--- src/rtl/lh_filter_pkg.sv ---
// Shared types and helpers for the LH filter control blocks.
package lh_filter_pkg;

    localparam int TAU_W          = 6;
    localparam int TAU_BYPASS_MIN = 16;

    typedef enum logic {
        IDLE = 1'b0,
        RAMP = 1'b1
    } state_t;

    // Any code with a nonzero top pair selects filter pass-through.
    function automatic logic is_bypass(input logic [TAU_W-1:0] tau);
        return tau[TAU_W-1:TAU_W-2] != 2'b00;
    endfunction

endpackage

--- src/rtl/dwell_counter.sv ---
// Down-counter that times how long each tau code is held; expire marks the last cycle.
module dwell_counter #(
    parameter int DWELL_W = 32
) (
    input  logic               clk,
    input  logic               rst,
    input  logic               load,
    input  logic [DWELL_W-1:0] load_val,
    input  logic               en,
    output logic               expire
);

    logic [DWELL_W-1:0] count;

    always_ff @(posedge clk) begin
        if (rst) begin
            count <= '0;
        end else if (load) begin
            count <= load_val;
        end else if (en && count != '0) begin
            count <= count - 1'b1;
        end
    end

    assign expire = (count == DWELL_W'(1));

endmodule

--- src/rtl/lh_tau_ramp_ctrl.sv ---
// Steps the LH filter tau from a start code to a target code, one code per dwell period.
// Optional filter reset pulse on each accepted start: define LH_TAU_RAMP_FILT_RST_EN.
module lh_tau_ramp_ctrl
    import lh_filter_pkg::*;
#(
    parameter int               DWELL_W = 32,
    parameter logic [TAU_W-1:0] TAU_RST = TAU_W'(TAU_BYPASS_MIN)
) (
    input  logic               clk,
    input  logic               rst,
    input  logic               start,
    input  logic               abort,
    input  logic [TAU_W-1:0]   tau_start,
    input  logic [TAU_W-1:0]   tau_target,
    input  logic [DWELL_W-1:0] dwell,
    output logic [TAU_W-1:0]   tau_out,
    output logic               filt_rst,
    output logic               busy,
    output logic               done,
    output state_t             state
);

`ifdef LH_TAU_RAMP_FILT_RST_EN
    localparam logic FILT_RST_EN = 1'b1;
`else
    localparam logic FILT_RST_EN = 1'b0;
`endif

    // Handshake: start is a one-cycle request honoured only in IDLE (abort wins);
    // done pulses once when tau_out reaches the target, with state already IDLE.
    state_t             state_q, state_d;
    logic [TAU_W-1:0]   tau_q, tau_d, tgt_q, tgt_d, step_tau;
    logic [DWELL_W-1:0] dwl_q, dwl_d, dwell_eff, cnt_val;
    logic               done_q, done_d, frst_q, frst_d;
    logic               cnt_load, expire;

    assign dwell_eff = (dwell == '0) ? DWELL_W'(1) : dwell;
    assign step_tau  = (tau_q < tgt_q) ? tau_q + 1'b1 : tau_q - 1'b1;

    dwell_counter #(.DWELL_W(DWELL_W)) u_dwell (
        .clk      (clk),
        .rst      (rst),
        .load     (cnt_load),
        .load_val (cnt_val),
        .en       (state_q == RAMP),
        .expire   (expire)
    );

    always_comb begin
        state_d  = state_q;
        tau_d    = tau_q;
        tgt_d    = tgt_q;
        dwl_d    = dwl_q;
        done_d   = 1'b0;
        frst_d   = 1'b0;
        cnt_load = 1'b0;
        cnt_val  = dwl_q;
        case (state_q)
            IDLE: begin
                if (start && !abort) begin
                    tgt_d    = tau_target;
                    dwl_d    = dwell_eff;
                    cnt_load = 1'b1;
                    cnt_val  = dwell_eff;
                    frst_d   = FILT_RST_EN;
                    if (is_bypass(tau_start) || is_bypass(tau_target)) begin
                        tau_d  = tau_target;
                        done_d = 1'b1;
                    end else begin
                        tau_d = tau_start;
                        if (tau_start == tau_target) begin
                            done_d = 1'b1;
                        end else begin
                            state_d = RAMP;
                        end
                    end
                end
            end
            RAMP: begin
                if (abort) begin
                    state_d = IDLE;
                end else if (expire) begin
                    tau_d    = step_tau;
                    cnt_load = 1'b1;
                    if (step_tau == tgt_q) begin
                        state_d = IDLE;
                        done_d  = 1'b1;
                    end
                end
            end
            default: state_d = IDLE;
        endcase
    end

    always_ff @(posedge clk) begin
        if (rst) begin
            state_q <= IDLE;
            tau_q   <= TAU_RST;
            tgt_q   <= TAU_RST;
            dwl_q   <= DWELL_W'(1);
            done_q  <= 1'b0;
            frst_q  <= 1'b0;
        end else begin
            state_q <= state_d;
            tau_q   <= tau_d;
            tgt_q   <= tgt_d;
            dwl_q   <= dwl_d;
            done_q  <= done_d;
            frst_q  <= frst_d;
        end
    end

    assign tau_out  = tau_q;
    assign filt_rst = frst_q;
    assign busy     = (state_q == RAMP);
    assign done     = done_q;
    assign state    = state_q;

endmodule

--- config.mk ---
export PLATFORM = sky130hd
export DESIGN_NAME = lh_tau_ramp_ctrl
export DESIGN_NICKNAME = d
export VERILOG_FILES = /design/src/rtl/lh_filter_pkg.sv /design/src/rtl/dwell_counter.sv /design/src/rtl/lh_tau_ramp_ctrl.sv
export SDC_FILE = /design/constraint.sdc
export NUM_CORES = 1
export LEC_CHECK = 0
export CAP_MARGIN = 40
export CORE_MARGIN = 2
export CORE_UTILIZATION = 56
export DETAILED_ROUTE_END_ITERATION = 16
export GPL_ROUTABILITY_DRIVEN = 0
export PLACE_DENSITY = 0.8
export SKIP_CTS_REPAIR_TIMING = 1
export SLEW_MARGIN = 20
export SYNTH_ARGS = -nofsm -noshare
export SYNTH_HDL_FRONTEND = slang
export SYNTH_HIERARCHICAL = 1
export SYNTH_SLANG_ARGS = --single-unit
--- constraint.sdc ---
create_clock -name clk -period 3.8 [get_ports clk]
set_input_delay 0.95 -clock clk [delete_from_list [all_inputs] [get_ports clk]]
set_output_delay 0.95 -clock clk [all_outputs]
set_load 0.01 [all_outputs]
==> impl_results.html <==
<table>
<tr><th>Metric</th><th>Value</th></tr>
<tr><th colspan="2">STA</th></tr>
<tr><td>Sum Neg Setup Slack</td><td>0 ns</td></tr>
<tr><td>Relative slew slack</td><td>0.419</td></tr>
<tr><td>Final clock period utilization by the worst path</td><td>0.889</td></tr>
<tr><td>Worst clock skew on the final layout</td><td>0.00352 ns</td></tr>
<tr><td>Final Worst Setup Slack</td><td>0.424 ns</td></tr>
<tr><td>Worst slew pin tran</td><td>0.868 ns</td></tr>
<tr><td>Number of setup violations in the final report</td><td>0</td></tr>
<tr><td>Slew Limit Fails</td><td>0</td></tr>
<tr><td>Final hold violations</td><td>0</td></tr>
<tr><td>Period minus WS final</td><td>3.38 ns</td></tr>
<tr><td>Unrepaired setup endpoints after global routing</td><td>false</td></tr>
<tr><td>Fmax</td><td>296 MHz</td></tr>
<tr><th colspan="2">Final layout</th></tr>
<tr><td>Layout cells sized above 1</td><td>0.0794</td></tr>
<tr><td>Most common cell after layout, fill and taps aside</td><td>sky130_fd_sc_hd__nand2_1</td></tr>
<tr><td>Commonest cells after routing, fill and taps aside</td><td>130 x sky130_fd_sc_hd__nand2_1, 78 x sky130_fd_sc_hd__dfxtp_1, 55 x sky130_fd_sc_hd__clkdlybuf4s50_1</td></tr>
<tr><td>Antenna diode count</td><td>0</td></tr>
<tr><td>Layout Area Growth over Synthesis</td><td>16.3%</td></tr>
<tr><td>Number of inserted filler cells in the final layout</td><td>649</td></tr>
<tr><td>Nets</td><td>674</td></tr>
<tr><th colspan="2">Synthesis</th></tr>
<tr><td>Number of synthesized register bits</td><td>78</td></tr>
<tr><td>Top cell type's share of synthesized area</td><td>0.341</td></tr>
<tr><td>Area leader, netlist</td><td>sky130_fd_sc_hd__dfxtp_1</td></tr>
<tr><td>Leading register cell type out of synthesis</td><td>sky130_fd_sc_hd__dfxtp_1</td></tr>
<tr><td>FFs w/ async S/R, synth</td><td>0</td></tr>
<tr><td>Gate Count Post-Synth</td><td>569</td></tr>
<tr><td>Top post-synthesis cells by area</td><td>sky130_fd_sc_hd__dfxtp_1 34%, sky130_fd_sc_hd__nand2_1 11%, sky130_fd_sc_hd__nor2b_1 4.8%, sky130_fd_sc_hd__nor2_1 3.6%, sky130_fd_sc_hd__a311oi_1 3.4%</td></tr>
<tr><td>Avg Inst Size Synth</td><td>8.04 µm²</td></tr>
<tr><td>Warning count from the yosys run</td><td>6</td></tr>
<tr><td>Netlist area before placement</td><td>4580 µm²</td></tr>
<tr><td>Number of distinct library cell variants in the gate-level netlist after synthesis</td><td>70</td></tr>
<tr><td>Net count of the mapped netlist</td><td>630</td></tr>
<tr><td>Number of enable flip-flop cells after synthesis</td><td>0</td></tr>
<tr><td>Share of synthesized area occupied by flip-flops and latches</td><td>0.341</td></tr>
<tr><th colspan="2">Floorplanning</th></tr>
<tr><td>Effective utilization at floorplan</td><td>0.586</td></tr>
<tr><td>Die outline width</td><td>94.4 µm</td></tr>
<tr><td>Count of standard-cell rows</td><td>32</td></tr>
<tr><td>Core box area</td><td>7810 µm²</td></tr>
<tr><td>Number of primary I/O pins</td><td>58</td></tr>
<tr><td>Die area</td><td>8910 µm²</td></tr>
<tr><td>Chip height</td><td>94.4 µm</td></tr>
<tr><th colspan="2">Route</th></tr>
<tr><td>Number of vias in the routed layout</td><td>4378</td></tr>
<tr><td>Post-DR wirelength/cell</td><td>16.9 µm</td></tr>
<tr><td>Violation count after the first detailed-routing iteration</td><td>303</td></tr>
<tr><td>Via count normalized by instance count</td><td>6.09</td></tr>
<tr><td>Antenna Violating Nets Remaining</td><td>0</td></tr>
<tr><td>Wire length reported by the detailed router</td><td>12200 µm</td></tr>
<tr><td>First-pass DRT Iterations</td><td>4</td></tr>
<tr><td>DRC violations left</td><td>0</td></tr>
<tr><th colspan="2">Run</th></tr>
<tr><td>Count of maximum capacitance violations</td><td>0</td></tr>
<tr><th colspan="2">Global routing</th></tr>
<tr><td>Initial antenna violation count</td><td>0</td></tr>
<tr><td>Number of global-route vias before repair</td><td>4144</td></tr>
<tr><td>Total global routing track utilization</td><td>0.279</td></tr>
<tr><td>Remaining global-route overflow</td><td>0</td></tr>
<tr><td>Wire length of the first global-routing pass</td><td>19400 µm</td></tr>
<tr><td>Pin count of the biggest net entering global routing</td><td>60</td></tr>
<tr><th colspan="2">Critical path</th></tr>
<tr><td>CP max FO</td><td>17</td></tr>
<tr><td>Kind of end point of the critical path</td><td>flop</td></tr>
<tr><td>Setup crit start kind</td><td>flop</td></tr>
<tr><td>Critical path arrival</td><td>3.62 ns</td></tr>
<tr><td>CP required</td><td>4.04 ns</td></tr>
<tr><td>Crit Path Class</td><td>reg -&gt; reg</td></tr>
<tr><th colspan="2">Outcome</th></tr>
<tr><td>Result of the run</td><td>finished clean</td></tr>
<tr><th colspan="2">Clock network</th></tr>
<tr><td>Number of buffers created by CTS</td><td>9</td></tr>
<tr><td>Clock root buffer master</td><td>sky130_fd_sc_hd__clkbuf_8</td></tr>
<tr><td>Clock transition time at the flip-flop clock pins of the worst setup and hold paths</td><td>0.08 ns</td></tr>
<tr><td>Total clock sinks</td><td>78</td></tr>
<tr><td>Worst-case clock buffer depth</td><td>2</td></tr>
<tr><td>Clock Latency Late Sink</td><td>0.35 ns</td></tr>
<tr><td>TritonCTS clock tree</td><td>done</td></tr>
<tr><td># H-tree levels</td><td>3</td></tr>
<tr><th colspan="2">Place</th></tr>
<tr><td>Worst setup slack after placement</td><td>0.556 ns</td></tr>
<tr><td>IO buf count</td><td>56</td></tr>
<tr><td>Detailed Place HPWL</td><td>8710 µm</td></tr>
<tr><th colspan="2">Power</th></tr>
<tr><td>Worst-case vdd ir drop</td><td>0.208 mV</td></tr>
<tr><td>Leak Pwr</td><td>0.00205 µW</td></tr>
<tr><td>Cell Pwr Density</td><td>375 nW/µm²</td></tr>
<tr><th colspan="2">Hold path</th></tr>
<tr><td>Class of the tightest hold or removal check</td><td>reg -&gt; reg</td></tr>
</table>
==> where the power goes <==
group / leakage [µW] / switching, µW / internal, µW
clock network: 0.0000911 / 311 / 298
logic: 0.00132 / 285 / 211
registers: 0.000639 / 32.4 / 860
total: 0.00205 / 628 / 1370
==> registers in the layout, summed over array words and instances, names as in the netlist <==
signal	flops
tgt_q	6
busy	1
done	1
u_dwell/count	32
tau_out	6
dwl_q	32
==> worst paths after layout <==
check	startpoint	endpoint	slack (ns)	cells past startpoint
setup / recovery	u_dwell/count[16]	u_dwell/count[10]	0.42	9
hold / removal	tgt_q[2]	tgt_q[2]	0.46	2
setup reg to reg	u_dwell/count[16]	u_dwell/count[10]	0.42	9
hold reg to reg	tgt_q[2]	tgt_q[2]	0.46	2
==> cell families (layout without fill, tap and decap cells) <==
kind of cell / after synthesis / count (layout) / share of synthesized area
buffers and inverters: 50 / 98 / 0.0574
XOR/XNOR: 18 / 18 / 0.0435
other: 1 / 1 / 0.000820
adder cells (fa/ha/maj): 13 / 13 / 0.0372
AND/OR/NAND/NOR: 298 / 298 / 0.320
AO/OA/AOI/OAI: 103 / 103 / 0.180
multiplexers: 8 / 8 / 0.0200
flip-flops: 78 / 78 / 0.341
==> metal layers <==
metal  up-vias  track usage  part of all wire
li1       2117            -                 -
met1      2085        0.369              0.45
met2       152        0.457              0.47
met3        24       0.0471             0.061
met4         0        0.110             0.022
met5         -            0                 0
==> cells in the mapped netlist (11+ instances only) <==
| cell type | instances |
|---|---|
| sky130_fd_sc_hd__dfxtp_1 | 78 |
| sky130_fd_sc_hd__nor2_1 | 44 |
| sky130_fd_sc_hd__inv_1 | 17 |
| sky130_fd_sc_hd__or3_1 | 11 |
| sky130_fd_sc_hd__nand2_1 | 130 |
| sky130_fd_sc_hd__nor2b_1 | 35 |
| sky130_fd_sc_hd__a21oi_1 | 12 |
| sky130_fd_sc_hd__nor4_1 | 18 |
| sky130_fd_sc_hd__or4_1 | 14 |
| sky130_fd_sc_hd__clkbuf_1 | 15 |
| sky130_fd_sc_hd__ha_1 | 12 |
| sky130_fd_sc_hd__a311oi_1 | 18 |
| sky130_fd_sc_hd__o31ai_1 | 11 |
==> worst max-delay path: stages, from the launching register on <==
cell and delay, ns:
sky130_fd_sc_hd__dfxtp_1 0.35, sky130_fd_sc_hd__or4_1 0.65, sky130_fd_sc_hd__or2_1 0.39, sky130_fd_sc_hd__nor4_1 0.47, sky130_fd_sc_hd__nand2_1 0.10, sky130_fd_sc_hd__a21o_1 0.32
sky130_fd_sc_hd__inv_2 0.10, sky130_fd_sc_hd__inv_1 0.26, sky130_fd_sc_hd__and4_1 0.29, sky130_fd_sc_hd__a2111oi_0 0.33
==> cell type report <==
cell class	count	area (µm²)	area share
Clock buffer	9	124	0.0233
Timing Repair Buffer	65	623	0.117
Clock inverter	6	63.8	0.0120
Tap cell	102	128	0.0240
Multi-Input combinational cell	441	2750	0.518
Inverter	18	67.6	0.0127
Sequential cell	78	1560	0.293
==> per-stage QoR <==
step | util | cells | hold WS [ns] | power, µW | area (µm²)
global placement | 0.658 | 704 | 0.444 | 1380 | 5130
global route | 0.682 | 719 | 0.477 | 2080 | 5320
floorplan | - | 569 | 0.436 | 1240 | 4580
finish | 0.682 | 719 | 0.459 | 2000 | 5320
detailed placement | 0.658 | 704 | 0.448 | 1390 | 5130
CTS | 0.682 | 719 | 0.460 | 2000 | 5320
Note: power is estimated with default switching activity, not from simulation.
